==> config.mk <==
export PLATFORM = sky130hd
export DESIGN_NAME = key_debounce
export DESIGN_NICKNAME = d
export VERILOG_FILES = /design/src/rtl/key_debounce.sv
export SDC_FILE = /design/constraint.sdc
export NUM_CORES = 1
export LEC_CHECK = 0
export ABC_AREA = 1
export BUFFER_PORTS_ARGS = -buffer_cell sky130_fd_sc_hd__buf_2
export CAP_MARGIN = 15
export CORE_AREA = 2 2 87 89
export DETAILED_ROUTE_END_ITERATION = 10
export DIE_AREA = 0 0 89 91
export PLACE_DENSITY = 0.71
export SLEW_MARGIN = 5
export SYNTH_ARGS = -nofsm -noshare
export SYNTH_HDL_FRONTEND = slang
export SYNTH_SLANG_ARGS = --single-unit
==> constraint.sdc <==
create_clock -name clk -period 5.05 [get_ports clk]
set_clock_uncertainty 0.1 [all_clocks]
set_input_delay 1.01 -clock clk [delete_from_list [all_inputs] [get_ports clk]]
set_output_delay 1.01 -clock clk [all_outputs]
set_load 0.05 [all_outputs]
==> src/rtl/key_debounce.sv <==
// Push-button conditioner: synchronises an active-low key, debounces it and
// produces press/release/long-press strobes plus a wrapping press counter.
module key_debounce #(
  parameter int CNT_DB   = 240_000,
  parameter int CNT_LONG = 12_000_000
) (
  input  logic       clk,
  input  logic       rst,
  input  logic       key_n,
  output logic       key_state,
  output logic       press_pulse,
  output logic       release_pulse,
  output logic       long_pulse,
  output logic [7:0] press_cnt
);

  localparam int DB_W   = $clog2(CNT_DB);
  localparam int LONG_W = $clog2(CNT_LONG);

  localparam logic [DB_W-1:0]   DB_LAST   = DB_W'(CNT_DB - 1);
  localparam logic [LONG_W-1:0] LONG_LAST = LONG_W'(CNT_LONG - 1);
  localparam logic [LONG_W-1:0] LONG_ARM  = LONG_W'(CNT_LONG - 2);

  typedef enum logic [1:0] {
    IDLE,
    PRESS_WAIT,
    PRESSED,
    RELEASE_WAIT
  } state_t;

  state_t              state_reg;
  logic [1:0]          sync_reg;
  logic [DB_W-1:0]     db_cnt_reg;
  logic [LONG_W-1:0]   long_cnt_reg;
  logic                key_sync;

  // Sync chain resets to "released" so a key held through reset needs a full debounce.
  always_ff @(posedge clk or posedge rst) begin
    if (rst) begin
      sync_reg <= 2'b11;
    end else begin
      sync_reg <= {sync_reg[0], key_n};
    end
  end

  assign key_sync = ~sync_reg[1];

  always_ff @(posedge clk or posedge rst) begin
    if (rst) begin
      state_reg     <= IDLE;
      db_cnt_reg    <= '0;
      long_cnt_reg  <= '0;
      key_state     <= 1'b0;
      press_pulse   <= 1'b0;
      release_pulse <= 1'b0;
      long_pulse    <= 1'b0;
      press_cnt     <= 8'd0;
    end else begin
      press_pulse   <= 1'b0;
      release_pulse <= 1'b0;
      long_pulse    <= 1'b0;
      case (state_reg)
        IDLE: begin
          if (key_sync) begin
            state_reg  <= PRESS_WAIT;
            db_cnt_reg <= '0;
          end
        end
        PRESS_WAIT: begin
          if (!key_sync) begin
            state_reg  <= IDLE;
            db_cnt_reg <= '0;
          end else if (db_cnt_reg == DB_LAST) begin
            state_reg    <= PRESSED;
            press_pulse  <= 1'b1;
            key_state    <= 1'b1;
            press_cnt    <= press_cnt + 8'd1;
            long_cnt_reg <= '0;
          end else begin
            db_cnt_reg <= db_cnt_reg + 1'b1;
          end
        end
        PRESSED: begin
          if (!key_sync) begin
            state_reg  <= RELEASE_WAIT;
            db_cnt_reg <= '0;
          end else if (long_cnt_reg != LONG_LAST) begin
            // Saturation at LONG_LAST keeps long_pulse to one per press, even across bounce.
            long_cnt_reg <= long_cnt_reg + 1'b1;
            if (long_cnt_reg == LONG_ARM) begin
              long_pulse <= 1'b1;
            end
          end
        end
        RELEASE_WAIT: begin
          if (key_sync) begin
            state_reg  <= PRESSED;
            db_cnt_reg <= '0;
          end else if (db_cnt_reg == DB_LAST) begin
            state_reg     <= IDLE;
            release_pulse <= 1'b1;
            key_state     <= 1'b0;
            long_cnt_reg  <= '0;
          end else begin
            db_cnt_reg <= db_cnt_reg + 1'b1;
          end
        end
        default: begin
          state_reg <= IDLE;
        end
      endcase
    end
  end

endmodule

# After elaboration in Yosys (flattened, before gate mapping)
# Index checks and enable logic that the tools add are counted.
# classes
n_addsub	3
multipliers	0
n_div	0
n_lt_le_gt_ge	0
n_eq_ne	16
shifts	0
n_mux	33
bitwise_logic	1
reduce_logical	8
# ops
op	n
$mux 24	5
$mux 18	5
$pmux 18 s4	1
$pmux 24 s3	1
$add 24x1->24 const B	1
$eq 24x24->1 const B	1
$ne 24x24->1 const B	1
$add 18x1->18 const B	1
$eq 18x18->1 const B	1
$ne 2x2->1 const B	8
$mux 1	13
$mux 2	6
$reduce_and 5->1	2
$add 8x1->8 const B	1
$pmux 2 s4	1
$ne 3x3->1 const B	2
$eq 2x2->1 const B	2
$reduce_and 4->1	1
$reduce_and 3->1	1
$reduce_bool 3->1	1
$eq 2x1->1 const B	1
$logic_not 2->1	1
$pmux 1 s2	1
$reduce_and 2->1	1
other kinds (2)	2
# word_totals
register_bits	58
latchBits	0
ramBits	0
romBits	0
in_bits	3
out_inout_bits	12
wordCells	70
memories	0

# Logic depth before layout (Yosys ltp)
# Gate-level depths: netlist (run 1).
# depth
depth_word	5
mapped_depth	11
ltp_nobuf	10

# Worst setup path before layout (run 1)
# Ideal clock, no wire load.
# synth_timing
path_type	flip-flop to flip-flop
start	register long_cnt_reg[0]
end	register long_cnt_reg[10]
setup_ns	0.116
arrival_time_ns	1.570
t_required_ns	4.834
slack_ns	3.263
path_stages_with_launch	12
n_path_buf	1
period_less_slack_ns	1.787
cell_sequence	dfrtp_1 ha_1 nand3_2 inv_2 nand2_2 nor2_1 nand2_2 nand2_1 nor2_4 buf_6 nand2_1 nand2_1
# synth_between
elab_chain_len	4
elab_cells_between_ends	7
cone_classes	add/sub (1); eq/ne (2); mux (3); reduce/logical (1)
# synth_lines
element	line	rtl
start, declared	34	logic [LONG_W-1:0] long_cnt_reg;
start signal, assigned	89	long_cnt_reg <= long_cnt_reg + 1'b1;
$add 24x1->24	89	
$mux 24	87	end else if (long_cnt_reg != LONG_LAST) begin
$mux 24	84	if (!key_sync) begin
$pmux 24 s3	62	case (state_reg)
# Parallel ways exist; a longest one is shown, timed or not. The select of a mux whose other input is x is not followed.
# A chain may end at the register's enable or synchronous reset.

# Final worst setup path (run 1)
# layout_timing
start	register state_reg[0]
end	register long_cnt_reg[18]
# layout_between
elab_chain_len	3
elab_cells_between_ends	10
cone_classes	eq/ne (7); mux (1); reduce/logical (2)
# layout_lines
element	line	rtl
start, declared	31	state_t state_reg;
start signal, assigned	50	state_reg <= IDLE;
start signal, assigned	65	state_reg <= PRESS_WAIT;
start signal, assigned	71	state_reg <= IDLE;
$eq 2x2->1 / $eq 2x1->1 (equally long branches)	62	
$ne 2x2->1 (no source line) / $reduce_bool 3->1 (equally long branches)	-	
$reduce_and 5->1 (no source line)	-	
# Parallel ways exist; a longest one is shown, timed or not.

==> metrics, run 1 <==
status completed; H-Tree Depth 3; max reg flops 24; gpl congestion 0.950; Power Dens Cells 314 nW/um^2; Mean Syn Cell Area 6.90 um^2; crit path kind reg -> reg; post-CTS setup buffer count 0; share of cells above drive strength 1 0.103; area growth from synthesis to layout 9.17%; post-synth cell types 31; clock power share 0.368; DP Area 3920 um^2; Synth Cell Area 3790 um^2; VDD IR max 217 uV; Slew @ Worst Pin 650 ps; clock buffer count from CTS 9; CP startpoint kind register; Post-DP HPWL 6760 um; fin crit share 0.499; Critical Path End Type register; global-route wire length before repair 15,200 um; Arr. time, crit path 2630 ps; Final Cell Area 4140 um^2; drt drc 0; # diodes 0; CTS resizes 0; multi-input logic area 2060 um^2; commonest non-fill, non-tap cells in the layout nand2_1 (179), nor2_1 (83), dfrtp_1 (56); Clock Path Buffers 2; RSZ-0062 raised after global routing no; Max-Cap Viols 0; fillers 698; LEAKAGE 1.81 nW; final setup fails 0; Int Power 845 uW; Clock Latency Late Sink 340 ps; Die Height 91 um; commonest non-fill, non-tap cell in the layout nand2_1; max frequency 0.397 GHz; Reg power frac 0.418; First-pass DRT Iterations 7; Starting Density 0.532; initial antenna violation count 0; Synth Instances 550; routed len/inst 13.4 um; via/cell ratio 5.31; clk root buf clkbuf_8; Net Count, Synth 557; Synth Register Bits 58; Clk pin slew, worst setup/hold paths 60 ps; initial DRC count 267; relative max-transition margin 0.565; vias in the first global route 3,184; total negative slack 0 ps; CTS sink cnt 58; Net Sw Frac 0.350; Total GRT Usage 0.238; Reg area 1450 um^2; total congestion overflow 0; Ys Warns 0; Worst Hold Class reg -> reg; Core Area 7140 um^2; CTS tree built; nets 573; Critical Path Fanout Max 32; IO Pins 15; Total Wirelength 9000 um; number of max-slew violations in the final report 0; Psw 455 uW; Final Hold Fails 0; # hold bufs at CTS 0; Critical Path RT 5160 ps; DIE WIDTH 89 um; largest net degree at the start of global routing 46; fin cells 670; num rows 31; antenna-violating nets left 0; Placed Cells 654; port bufs 14; DIE AREA 8100 um^2; Gate power share 0.214; via count 3,558; post-route minimum period 2520 ps; sequential area share after synthesis 0.383
==> worst max-delay path, cell delays in order, from the launching register on <==
cell and delay (ps):
dfrtp_1 510, inv_1 170, nand2_1 260, inv_1 450, nand2_1 140, nand2_1 160, nand3_4 330, nand2_1 190
o21ai_2 70
==> cells in the mapped netlist, drive strengths merged <==
cell,number,share of area
a21oi,5,0.0076
o21ai,25,0.041
nor2,89,0.096
buf,8,0.017
nand3,49,0.069
o22ai,1,0.0017
o211ai,5,0.0099
dfrtp,56,0.37
o21bai,1,0.0020
ha,4,0.013
nand4,30,0.049
inv,54,0.053
xnor2,4,0.0092
dfstp,2,0.014
nand2,187,0.19
or2,1,0.0017
nor3,6,0.0079
clkbuf,2,0.0020
clkinv,2,0.0020
a31oi,1,0.0017
xor2,18,0.042
==> path summary, 6_finish.rpt <==
check	from	endpoint	slack, ps	cells after the start
max in group asynchronous	rst	sync_reg[0]$_DFF_PP1_	3470	3
worst min register to register	sync_reg[0]$_DFF_PP1_	sync_reg[1]$_DFF_PP1_	260	0
worst max register to register	state_reg[0]$_DFFE_PP0P_	long_cnt_reg[18]$_DFFE_PP0P_	2530	8
min in group asynchronous	rst	long_cnt_reg[8]$_DFFE_PP0P_	510	2
worst max-delay path	state_reg[0]$_DFFE_PP0P_	long_cnt_reg[18]$_DFFE_PP0P_	2530	8
worst min-delay path	sync_reg[0]$_DFF_PP1_	sync_reg[1]$_DFF_PP1_	260	0
==> layout make-up <==
class                   count  share of cell area
multi-input cells         426               0.497
flip-flops and latches     58               0.351
inverters                  56              0.0508
clock buffers              11              0.0341
well taps                  99              0.0299
clock inverters             5              0.0187
repair buffers             15              0.0187
==> through the flow <==
| step | power, mW | util | setup WS, ps | hold WS, ps |
|---|---|---|---|---|
| floorplan | 0.767 | - | 2520 | 245 |
| global placement | 0.818 | 0.550 | 2640 | 246 |
| detailed placement | 0.829 | 0.550 | 2540 | 248 |
| CTS | 1.31 | 0.580 | 2510 | 260 |
| global route | 1.38 | 0.580 | 2260 | 259 |
| finish | 1.30 | 0.580 | 2530 | 255 |
==> power groups by stage <==
stage	clock (mW)	combinational [mW]	sequential [mW]
global route	0.517	0.313	0.549
floorplan	0	0.238	0.529
CTS	0.490	0.280	0.543
finish	0.479	0.278	0.544
detailed placement	0	0.278	0.551
global placement	0	0.269	0.549
==> per-layer routing <==
layer | wire length, um | GRT usage | up-vias | part of all wire
met2 | 3860 | 0.335 | 114 | 0.43
li1 | - | - | 1808 | -
met4 | 142 | 0.0846 | 0 | 0.016
met3 | 469 | 0.0427 | 14 | 0.052
met1 | 4520 | 0.364 | 1622 | 0.50
met5 | 0 | 0 | - | 0
==> cells by family after synthesis <==
| kind of cell | Yosys count | synth area share |
|---|---|---|
| AO/OA/AOI/OAI | 38 | 0.0637 |
| XOR/XNOR | 22 | 0.0508 |
| buffers and inverters | 66 | 0.0745 |
| flip-flops | 58 | 0.383 |
| adder cells (fa/ha/maj) | 4 | 0.0132 |
| AND/OR/NAND/NOR | 362 | 0.415 |
Note: power is estimated with default switching activity, not from simulation.
==> run 2: changes to the inputs <==
==> constraint.sdc (replaced) <==
create_clock -name clk -period 2.6 [get_ports clk]
set_clock_uncertainty 0.1 [all_clocks]
set_input_delay 0.52 -clock clk [delete_from_list [all_inputs] [get_ports clk]]
set_output_delay 0.52 -clock clk [all_outputs]
set_load 0.05 [all_outputs]
==> run 2 against run 1 <==
Effect of this change: design area fell by 0.60%; register-to-register slack got worse by 2100 ps; critical path depth rose by 1; total power rose by 80%; count of clock-buffer cells in the layout did not move; combinational power rose by 110%; clock power rose by 45%; utilization fell by 0.35 points.
==> metrics, run 2 (synthesis gave the netlist of run 1 again) <==
cell mode on critical path nand2_2; R2R setup slack 470 ps (-2060 ps); DP Area 3970 um^2 (+1.1%); post-CTS setup buffer count 0 (unchanged); fillers 710 (+1.7%); DIE AREA 8100 um^2 (unchanged); nets 577 (+0.70%); clock buffer count from CTS 9 (unchanged); Critical Path Fanout Max 32 (unchanged); # hold bufs at CTS 0 (unchanged); clock power share 0.296 (-0.072); Gate power share 0.251 (+0.037); Slowest cell on crit path dfrtp_1; Reg power frac 0.453 (+0.035); number of max-slew violations in the final report 0 (unchanged); final setup fails 0 (unchanged); Clock Path Buffers 2 (unchanged); fin crit share 0.818 (+0.319); commonest non-fill, non-tap cell in the layout nand2_1; gpl congestion 0.925 (-2.7%); Final Cell Area 4120 um^2 (-0.60%); Die Height 91 um (unchanged); H-Tree Depth 3 (unchanged); LEAKAGE 1.80 nW (-0.10%); share of cells above drive strength 1 0.106 (+0.00294); Net Sw Frac 0.383 (+0.0333); Hold EP sync_reg[0]$_DFF_PP1_; Clk pin slew, worst setup/hold paths 70 ps (about the same); VDD IR max 266 uV (+23%); global-route wire length before repair 15,800 um (+4.0%); Clock Latency Late Sink 340 ps (about the same); Total GRT Usage 0.251 (+0.0126); Arr. time, crit path 2280 ps (-350 ps); total power 2.34 mW (+80%); Worst Hold Launch key_n; Power Dens Cells 569 nW/um^2 (+81%); relative max-transition margin 0.509 (-0.0564); vias in the first global route 3,306 (+3.8%); post-route minimum period 2130 ps (-393 ps); fin cells 673 (+0.45%); total negative slack 0 ps (unchanged); initial antenna violation count 0 (unchanged); First-pass DRT Iterations 5 (-2); DIE WIDTH 89 um (unchanged); Max-Cap Viols 0 (unchanged); antenna-violating nets left 0 (unchanged); total congestion overflow 0 (unchanged); max frequency 0.470 GHz (+19%); area growth from synthesis to layout 8.51%; Int Power 1.44 mW (+71%); # diodes 0 (unchanged); CTS sink cnt 58 (unchanged); drt drc 0 (unchanged); Psw 897 uW (+97%); FF-to-FF End long_cnt_reg[16]$_DFFE_PP0P_; CP peak stage delay 480 ps (-30 ps); Critical Path End Type register; Total Wirelength 9230 um (+2.5%); Worst Hold Depth 1 (+1); crit path kind reg -> reg; status completed; CP startpoint kind register; Core Area 7140 um^2 (unchanged); Starting Density 0.532 (unchanged); Placed Cells 658 (+0.61%); Critical Path RT 2750 ps (-2410 ps); Hold WS 172 ps (-83.5 ps); via count 3,591 (+0.93%); Crit Reg-Reg Startpoint long_cnt_reg[0]$_DFFE_PP0P_; max reg flops 24 (unchanged); clk root buf clkbuf_8; worst-path cell chain ha_1 > nand3_2 > inv_2 > nand2_2 > nor2_1 > nand2_2 > nand3_4 > nand2_1 > o21ai_2; CTS tree built; routed len/inst 13.7 um (+2.1%); via/cell ratio 5.34 (+0.48%); num rows 31 (unchanged); port bufs 14 (unchanged); commonest non-fill, non-tap cells in the layout nand2_1 (179), nor2_1 (83), dfrtp_1 (56); Worst Hold Class in -> reg; Post-DP HPWL 6890 um (+1.8%); Slew @ Worst Pin 736 ps (+85.9 ps); CTS resizes 0 (unchanged); R2R depth 9 (+1); Final Hold Fails 0 (unchanged); IO Pins 15 (unchanged); initial DRC count 232 (-13%); largest net degree at the start of global routing 35 (-24%); RSZ-0062 raised after global routing no
## run 2: cell count changes in the layout (fill, tap and decap cells not counted), sizes merged
| cell | previous run | this run |
|---|---|---|
| clkinvlp | 1 | 0 |
| buf | 15 | 19 |
| clkinv | 4 | 6 |
| bufinv | 2 | 0 |
## run 2: stage by stage
step / setup slack, ps / util
final: 474 / 0.577
after floorplan: 555 / -
after CTS: 485 / 0.577
after global routing: 269 / 0.577
after global placement: 579 / 0.556
after detailed placement: 492 / 0.556
## run 2: layout make-up
type,count,area [um^2],area share
Sequential cell,58,1450,0.353
Timing Repair Buffer,19,120,0.0292
Tap cell,99,124,0.0301
Multi-Input combinational cell,426,2060,0.500
Clock inverter,4,20.0,0.00486
Clock buffer,11,131,0.0319
Inverter,56,210,0.0511
## run 2: worst max path at each step
stage,end,cells past startpoint,start
3_3_place_gp,long_cnt_reg[17]$_DFFE_PP0P_,10,db_cnt_reg[0]$_DFFE_PP0P_
3_5_place_dp,long_cnt_reg[18]$_DFFE_PP0P_,10,db_cnt_reg[0]$_DFFE_PP0P_
6_report,long_cnt_reg[16]$_DFFE_PP0P_,9,long_cnt_reg[0]$_DFFE_PP0P_
2_1_floorplan,asynchronous set/reset pin,1,rst
4_1_cts,long_cnt_reg[6]$_DFFE_PP0P_,10,db_cnt_reg[0]$_DFFE_PP0P_
5_1_grt,long_cnt_reg[18]$_DFFE_PP0P_,10,db_cnt_reg[0]$_DFFE_PP0P_
## run 2: worst max-delay path, delay by kind of cell, from the launching register on
family	cells	cell delay (ps)
simple gates	6	940
flops	1	480
fa+ha+maj	1	310
buf+inv	1	110
compound gates	1	80
## run 2: per-layer routing
metal | up-vias | part of all wire | track usage
met5 | - | 0 | 0
met4 | 0 | 0.0099 | 0.0560
met3 | 9 | 0.074 | 0.0700
met2 | 125 | 0.42 | 0.356
met1 | 1648 | 0.50 | 0.380
li1 | 1809 | - | -
## run 2: power groups by stage
stage	Combinational [mW]	Sequential (mW)	Clock [mW]
finish	0.588	1.06	0.693
global route	0.659	1.07	0.766
CTS	0.584	1.06	0.706
detailed placement	0.580	1.07	0
global placement	0.572	1.07	0
floorplan	0.463	1.03	0
